==> src/rtl/serial_full_adder.sv <==
// ============================================================================
// Module      : serial_full_adder
// Description : Bit-serial WIDTH-bit adder (sum = a + b + cin). One 1-bit
//               full-adder cell, a carry flip-flop and a bit counter process
//               one bit per clock, LSB first, behind a start/ready/valid
//               handshake.
// Revision    : 1.0  initial release
// ============================================================================
`default_nettype none

module serial_full_adder #(
    parameter int WIDTH = 4
) (
    input  logic             clk,
    input  logic             rst_n,
    input  logic             start,
    input  logic [WIDTH-1:0] a,
    input  logic [WIDTH-1:0] b,
    input  logic             cin,
    output logic             ready,
    output logic             valid,
    output logic [WIDTH-1:0] sum,
    output logic             cout
);

    // One extra counter bit keeps the counter from wrapping before WIDTH-1.
    localparam int                c_CNT_W = $clog2(WIDTH) + 1;
    localparam logic [c_CNT_W-1:0] c_LAST = c_CNT_W'(WIDTH - 1);

    typedef enum logic [1:0] {
        S_IDLE = 2'd0,
        S_RUN  = 2'd1,
        S_DONE = 2'd2
    } state_t;

    state_t             state_q, state_d;
    logic [WIDTH-1:0]   a_q, a_d;        // operand A, shifted right each RUN cycle
    logic [WIDTH-1:0]   b_q, b_d;        // operand B, shifted right each RUN cycle
    logic               carry_q, carry_d;
    logic [c_CNT_W-1:0] cnt_q, cnt_d;
    logic [WIDTH-1:0]   psum_q, psum_d;  // partial sum, filled from the MSB end
    logic [WIDTH-1:0]   sum_q, sum_d;
    logic               cout_q, cout_d;

    // The single full-adder cell always works on bit 0 of the shifted operands.
    logic               w_s;
    logic               w_c;
    logic [WIDTH:0]     w_psum_ext;

    assign w_s        = a_q[0] ^ b_q[0] ^ carry_q;
    assign w_c        = (a_q[0] & b_q[0]) | (carry_q & (a_q[0] ^ b_q[0]));
    // Shifting the new bit in at the top: after WIDTH steps bit 0 holds the LSB.
    // The extra bit makes the slice legal for WIDTH=1 as well.
    assign w_psum_ext = {w_s, psum_q};

    // State register and datapath registers with synchronous active-low reset.
    always_ff @(posedge clk) begin
        if (!rst_n) begin
            state_q <= S_IDLE;
            a_q     <= '0;
            b_q     <= '0;
            carry_q <= 1'b0;
            cnt_q   <= '0;
            psum_q  <= '0;
            sum_q   <= '0;
            cout_q  <= 1'b0;
        end else begin
            state_q <= state_d;
            a_q     <= a_d;
            b_q     <= b_d;
            carry_q <= carry_d;
            cnt_q   <= cnt_d;
            psum_q  <= psum_d;
            sum_q   <= sum_d;
            cout_q  <= cout_d;
        end
    end

    // Next-state and datapath update; everything holds unless a state acts.
    always_comb begin
        state_d = state_q;
        a_d     = a_q;
        b_d     = b_q;
        carry_d = carry_q;
        cnt_d   = cnt_q;
        psum_d  = psum_q;
        sum_d   = sum_q;
        cout_d  = cout_q;

        case (state_q)
            S_IDLE: begin
                if (start) begin
                    a_d     = a;
                    b_d     = b;
                    carry_d = cin;
                    cnt_d   = '0;
                    psum_d  = '0;
                    state_d = S_RUN;
                end
            end
            S_RUN: begin
                a_d     = a_q >> 1;
                b_d     = b_q >> 1;
                carry_d = w_c;
                psum_d  = w_psum_ext[WIDTH:1];
                cnt_d   = cnt_q + c_CNT_W'(1);
                // Result registers change only here, so they never show partials.
                if (cnt_q == c_LAST) begin
                    sum_d   = w_psum_ext[WIDTH:1];
                    cout_d  = w_c;
                    state_d = S_DONE;
                end
            end
            S_DONE: begin
                state_d = S_IDLE;
            end
            default: begin
                state_d = S_IDLE;
            end
        endcase
    end

    assign ready = (state_q == S_IDLE);
    assign valid = (state_q == S_DONE);
    assign sum   = sum_q;
    assign cout  = cout_q;

endmodule

`default_nettype wire
==> config.mk <==
export PLATFORM = sky130hd
export DESIGN_NAME = serial_full_adder
export DESIGN_NICKNAME = d
export VERILOG_FILES = /design/src/rtl/serial_full_adder.sv
export SDC_FILE = /design/constraint.sdc
export NUM_CORES = 1
export LEC_CHECK = 0
export ABC_AREA = 1
export CORE_UTILIZATION = 53
export CTS_BUF_LIST = sky130_fd_sc_hd__clkbuf_4 sky130_fd_sc_hd__clkbuf_8 sky130_fd_sc_hd__clkbuf_16
export CTS_CLUSTER_SIZE = 24
export DETAILED_ROUTE_END_ITERATION = 8
export GPL_ROUTABILITY_DRIVEN = 0
export HOLD_SLACK_MARGIN = 0.1
export PLACE_DENSITY = 0.94
export SLEW_MARGIN = 20
export SYNTH_ARGS = -nofsm -noshare
export SYNTH_HDL_FRONTEND = slang
export SYNTH_SLANG_ARGS = --single-unit
==> constraint.sdc <==
create_clock -name clk -period 2.4 [get_ports clk]
set_clock_uncertainty 0.1 [all_clocks]
set_input_delay 0.72 -clock clk [delete_from_list [all_inputs] [get_ports clk]]
set_output_delay 0.72 -clock clk [all_outputs]
set_load 0.05 [all_outputs]
# [Yosys cells after proc, flatten, opt, wreduce, memory -nomap -nowiden]
# Cells that the tools add are included.
[totals] register_bits=23 in_bits=12 output_inout_bits=7 word_cells=37
[op_classes] n_addsub=1 n_eq_ne=5 n_mux=13 bitwise=5 reduce_logical=5
[op_table] cell="$pmux W4 S2" n=3
[op_table] cell="$mux W4" n=3
[op_table] cell="$pmux W3 S2" n=1
[op_table] cell="$reduce_and A2 Y1" n=3
[op_table] cell="$mux W2" n=2
[op_table] cell="$ne A2 B2 Y1 const B" n=2
[op_table] cell="$pmux W2 S2" n=1
[op_table] cell="$add A3 B1 Y3 const B" n=1
[op_table] cell="$eq A3 B2 Y1 const B" n=1
[op_table] cell="$mux W3" n=1
[op_table] cell="$and A1 B1 Y1" n=2
[op_table] cell="$eq A2 B1 Y1 const B" n=1
[op_table] cell="$eq A2 B2 Y1 const B" n=1
[op_table] cell="$logic_not A2 Y1" n=1
[op_table] cell="$pmux W1 S2" n=1
[op_table] cell="$reduce_bool A2 Y1" n=1
[op_table] cell="$xor A1 B1 Y1" n=2
[op_table] cell="$mux W1" n=1
[op_table] cell="$or A1 B1 Y1" n=1

# [Logic depth before layout (Yosys ltp)]
# Gate-level depths: netlist of run 1.
[depth] ltp_word=4 ltp_mapped=8 depth_no_buf=8

# [Worst setup path before layout of run 1]
# OpenSTA, ideal clock, no wires.
[synth_timing] path_type="register to output" startpoint="reg state_q[0]" endpoint="out ready" t_arrival_ns=1.175 t_required_ns=1.580 setup_slack_ns=0.405 path_stages_with_launch=3 n_path_buf=1 cell_sequence="dfxtp_1 > buf_4 > nor2_1"
[synth_via] elab_chain_cells=1
[synth_rtl] item="start: declaration" line="36" text="state_t state_q, state_d;"
[synth_rtl] item="start signal: assignment" line="68" text="state_q <= state_d;"
[synth_rtl] item="$logic_not A2 Y1" line="123" text="assign ready = (state_q == S_IDLE);"
[synth_rtl] item="end: declaration" line="20" text="output logic ready,"
# Every way passes these cells.

# [Worst setup path after layout of run 1]
[layout_timing] startpoint="reg cout_q (netlist: cout)" endpoint="out cout"
[layout_rtl] item="start: declaration" line="43" text="logic cout_q, cout_d;"
[layout_rtl] item="start signal: assignment" line="75" text="cout_q <= cout_d;"
[layout_rtl] item="end: declaration" line="23" text="output logic cout"
# No word-level cell between the ends.

==> reports/metrics.csv, run 1 <==
stage,metric,value,unit
logic_synthesis,netlist_area,972.2,um^2
clocking,clkLatencyLatePin,320,ps
timing,finalMaxSlewViolations,0,
die,chipHeight,44.83,um
critical_path,slowest_delay,830,ps
logic_synthesis,synth_most_common_cell,nand2_1,
logic_synthesis,syn_inst,143,
global_routing,gr-total-overflow,0,
global_routing,grt_max_degree,15,
critical_path,required,1580,ps
routing,avgRoutedWirePerCell,10.24,um
global_routing,grt_pass1_vias,838,
logic_synthesis,yosys.area.top_type,dfxtp_1,
critical_path,cp_data_arrival_time,1510,ps
cells_and_area,area_growth,26.77,%
routing,wl,1936,um
cells_and_area,num-fill-cells,147,
routing,drc,0,
power,p_leak,0.5950,nW
logic_synthesis,seq_area_frac_synth,45.30,%
placement,detailedPlacementHpwl,1429,um
timing,rsz0062_at_grt,no,
logic_synthesis,ys_types,17,
cells_and_area,layout.nets,180,
die,initial_core_util,56.30,%
global_routing,grt_first_pass_wirelength,3305,um
clocking,post_cts_buffers,0,
routing,ant_nets,0,
die,die_w,44.83,um
logic_synthesis,synthFlopType,dfxtp_1,
logic_synthesis,synth-seq-cells,22,
power,power.density,641.6,nW/um^2
routing,initialDrtViolationCount,22,
critical_path,worstSetupPathType,reg -> out,
timing,worstMarginPinSlew,523.9,ps
cells_and_area,antenna_cells,0,
critical_path,critical_path.cell_chain,clkdlybuf4s50_1,
flow_run,max_cap_violations,0,
logic_synthesis,syn-num-nets,158,
timing,final.min_clock_period,2330,ps
global_routing,antenna_found_initial,0,
die,die-area,2010,um^2
logic_synthesis,synth_edf_count,0,
critical_path,crit_buf_inv,1,
die,num_rows,15,
logic_synthesis,synthTopCellsByArea,"dfxtp_1 45%, nand2_1 19%, inv_1 9.7%, a21oi_1 7.2%, nor2_1 5.0%",
clocking,cts_tree,built,
placement,dp_slack,434.1,ps
global_routing,grt_usage,23.59,%
placement,portBuffers,18,
clocking,root_buffer,clkbuf_4,
power,irDropWorstVdd,0.5494,mV
logic_synthesis,synth_top_area_share,45.30,%
timing,clock.fmax,0.4293,GHz
routing,via_count,896,
routing,firstDrtPassIters,4,
clocking,cts.sinks,22,
clocking,cts_resized,0,
clocking,clockBufferDepth,2,
clocking,htreeDepth,1,
critical_path,cp-end-kind,output port,
hold_path,hold_class,reg -> reg,
critical_path,critPathMaxFanout,2,
critical_path,cp_slowest_cell,clkdlybuf4s50_1,
logic_synthesis,ys_top_cells_by_count,"49 x nand2_1, 25 x inv_1, 22 x dfxtp_1",
critical_path,crit_family,buffers and inverters,
timing,final.setup.worst_slack,70.45,ps
routing,routed_via_density,4.741,
cells_and_area,utilization,71.38,%
timing,tns,0,ps
clocking,clk_pin_slew,130,ps
die,coreArea,1727,um^2
timing,whs,377.1,ps
timing,setup_viol,0,
cells_and_area,drive_gt1_share,7.317,%
clocking,cts_hold_buf,0,
logic_synthesis,synth-async-reset-ratio,0,%
die,ios,19,
timing,slew_headroom,64.96,%
status,outcome,finished clean,
logic_synthesis,yosysWarnings,0,
logic_synthesis,avgSynthCellArea,6.798,um^2
critical_path,crit_path_start_kind,flop,
timing,finalCritPeriodShare,97.06,%
timing,hold_violations,0,
clocking,cts_made_buffers,3,
[tightest hold or removal path: cells and delay by family (launching register included)]
family | cells | cell delay, ps
AOI/OAI and AO/OA | 1 | 50
and+or+nand+nor | 1 | 60
DFF | 1 | 330
[path summary, 6_finish.rpt]
| path | from | to | slack [ps] | cells after the start |
|---|---|---|---|---|
| setup / recovery | cout | cout | 70 | 1 |
| hold / removal | b_q[3] | b_q[3] | 380 | 2 |
| setup reg to reg | state_q[0] | psum_q[2] | 890 | 4 |
| hold reg to reg | b_q[3] | b_q[3] | 380 | 2 |
[sequential cells by signal, summed over array words and instances, names as in the netlist]
register	count
cnt_q	3
b_q	4
carry_q	1
a_q	4
cout	1
psum_q	3
state_q	2
sum	4
[power by group]
group          internal [mW]  leakage [nW]  total (mW)  switching (mW)
Sequential             0.384         0.180       0.397          0.0131
Combinational         0.0480         0.387       0.106          0.0582
Clock                  0.169        0.0279       0.288           0.119
[layout by cell type (no fill, tap or decap)]
master and n:
fa_1 1, nor3_1 1, o21ai_0 2, inv_1 25, nor2_2 1, nand3_1 6
o21ai_2 1, inv_2 1, dfxtp_1 22, o21ai_1 1, bufinv_16 1, buf_4 5
clkbuf_4 3, nor2_1 13, nand2_1 49, clkdlybuf4s50_1 16, a21oi_1 14, ha_1 2
[layer usage]
metal / routed length, um / track usage [%] / up-vias
met5: 0 / 0 / -
li1: - / - / 469
met4: 95 / 20.00 / 0
met1: 829 / 25.19 / 397
met3: 58 / 6.000 / 8
met2: 953 / 38.82 / 22
[cell type report]
class                   count  area [um^2]  share of cell area, %
flip-flops and latches     22        440.4                  35.74
multi-input cells          91        412.9                  33.50
repair buffers             21        197.7                  16.04
inverters                  26        97.59                  7.919
well taps                  25        31.28                  2.538
clock inverters             1        30.03                  2.437
clock buffers               3        22.52                  1.827
[stage by stage]
stage          std cells  cell area, um^2  power (mW)
2_1_floorplan        143            972.2      0.4705
3_3_place_gp         185             1180      0.5047
3_5_place_dp         185             1180      0.5091
4_1_cts              189             1232      0.7914
5_1_grt              189             1232      0.8273
6_report             189             1232      0.7907
[kinds of logic (layout without fill, tap and decap cells)]
family	Yosys count	count (layout)	share of synthesized area, %
DFF	22	22	45.30
buffers and inverters	30	51	12.23
and+or+nand+nor	70	70	28.19
adders and majority gates	3	3	4.633
AOI/OAI and AO/OA	18	18	9.653
Note: power is estimated with default switching activity, not from simulation.
==> run 2, diff against run 1 <==
- CORE_UTILIZATION: 53 -> 55
- DONT_BUFFER_PORTS: default -> 1
- PLACE_DENSITY: 0.94 -> 0.82
==> reports/metrics.csv, run 2 (synthesis results as in run 1) <==
stage,metric,value,unit,change
status,outcome,finished with violations,,
status,violations,DRC,,
critical_path,crit_family,simple AND/OR/NAND/NOR gates,,
die,num_rows,14,,-1
critical_path,critical_path.cell_chain,nor2_1,,
global_routing,grt_pass1_vias,715,,-15%
power,power.density,725.6,nW/um^2,+13%
clocking,clkLatencyLatePin,310,ps,about the same
routing,avgRoutedWirePerCell,10.20,um,-0.45%
cells_and_area,layout.nets,162,,-10%
timing,final.min_clock_period,2233,ps,-96.96 ps
routing,firstDrtPassIters,6,,+2
clocking,clk_pin_slew,120,ps,about the same
timing,slew_headroom,34.94,%,-30 points
critical_path,cp_data_arrival_time,1410,ps,-100 ps
critical_path,cp_slowest_cell,nor2_1,,
cells_and_area,drive_gt1_share,6.849,%,-0.47 points
clocking,cts_tree,built,,
timing,clock.fmax,0.4479,GHz,+4.3%
clocking,root_buffer,clkbuf_4,,
timing,finalMaxSlewViolations,0,,unchanged
power,total_power,0.7589,mW,-4.0%
timing,hold_violations,0,,unchanged
power,irDropWorstVdd,0.4153,mV,-24%
clocking,cts.sinks,22,,unchanged
cells_and_area,area_growth,7.593,%,
routing,drc,1,,+1
clocking,cts_resized,0,,unchanged
cells_and_area,layout_common_cells,"49 x nand2_1, 25 x inv_1, 22 x dfxtp_1",,
placement,detailedPlacementHpwl,1171,um,-18%
timing,worstMarginPinSlew,972.4,ps,+448.4 ps
timing,whs,370.2,ps,-6.889 ps
critical_path,required,1580,ps,about the same
global_routing,grt_first_pass_wirelength,2808,um,-15%
timing,tns,0,ps,unchanged
routing,via_count,796,,-11%
routing,routed_via_density,4.914,,+3.6%
global_routing,grt_max_degree,16,,+1
critical_path,crit_buf_inv,0,,-1
cells_and_area,num-fill-cells,152,,+3.4%
cells_and_area,final_common_cell,nand2_1,,
die,die_w,44.04,um,-1.8%
routing,wl,1652,um,-15%
die,die-area,1940,um^2,-3.5%
critical_path,worstSetupPathType,reg -> out,,
routing,initialDrtViolationCount,14,,-36%
timing,finalCritPeriodShare,93.02,%,-4.0 points
critical_path,critPathMaxFanout,3,,+1
clocking,clockBufferDepth,2,,unchanged
routing,ant_nets,0,,unchanged
die,chipHeight,44.04,um,-1.8%
global_routing,grt_usage,19.39,%,-4.2 points
clocking,cts_made_buffers,3,,unchanged
clocking,htreeDepth,1,,unchanged
timing,setup_viol,0,,unchanged
cells_and_area,layout.area.seq,440.4,um^2,unchanged
cells_and_area,antenna_cells,0,,unchanged
critical_path,slowest_delay,750,ps,-80 ps
timing,rsz0062_at_grt,no,,
clocking,cts_hold_buf,0,,unchanged
critical_path,cp-end-kind,output port,,
global_routing,gr-total-overflow,0,,unchanged
placement,portBuffers,0,,-18
die,ios,19,,unchanged
hold_path,hold_class,reg -> reg,,
clocking,post_cts_buffers,0,,unchanged
flow_run,max_cap_violations,0,,unchanged
cells_and_area,multiInputGateArea,412.9,um^2,unchanged
die,initial_core_util,61.67,%,+5.4 points
die,coreArea,1577,um^2,-8.7%
critical_path,crit_path_start_kind,flop,,
global_routing,antenna_found_initial,0,,unchanged
power,p_leak,0.5257,nW,-12%
critical_path,r2r_setup_slack,820,ps,-70 ps
[run 2: changes by cell type in the layout (fill, tap and decap cells not counted)]
cell,change
buf_4,-2
clkdlybuf4s50_1,-16
[run 2: where the power goes]
group	leakage [nW]	internal [mW]	switching (mW)
clock network	0.0279	0.169	0.114
registers	0.180	0.384	0.0102
logic	0.318	0.0296	0.0525
[run 2: per-layer routing]
metal	share of wire (%)	track usage (%)	vias up
met5	0	0	-
met4	1.4	9.091	0
met3	2.8	2.857	4
met2	43	31.47	18
met1	52	25.39	343
li1	-	-	431
[run 2: through the flow]
step	setup WS [ps]	util, %	instance area (um^2)	instances
final	167.4	66.35	1046	162
after CTS	158.8	66.35	1046	162
after detailed placement	508.8	63.02	993.5	158
after global routing	107.4	66.35	1046	162
after floorplan	404.7	-	972.2	143
after global placement	522.4	63.02	993.5	158
[run 2: worst paths after layout]
path              startpoint     end  depth (start not counted)
setup / recovery  state_q[1]   ready                          1
hold / removal     psum_q[2]  sum[1]                          2
setup reg to reg  state_q[1]  b_q[3]                          3
hold reg to reg    psum_q[2]  sum[1]                          2
[run 2: area by class of cell]
| type | instances | area share [%] |
|---|---|---|
| clock buffers | 3 | 2.153 |
| clock inverters | 1 | 2.871 |
| inverters | 26 | 9.330 |
| multi-input cells | 91 | 39.47 |
| flip-flops and latches | 22 | 42.11 |
| well taps | 16 | 1.914 |
| repair buffers | 3 | 2.153 |
[run 2: worst reg2reg max path: stages (launching register included)]
cell and delay (ps):
dfxtp_1 350, nor2_1 750, nand3_1 140, a21oi_1 180
==> run 3, diff against run 2 <==
- GPL_ROUTABILITY_DRIVEN: 0 -> default
==> results of run 3 <==
No change in the layout: final DEF, timing and power equal those of run 2.
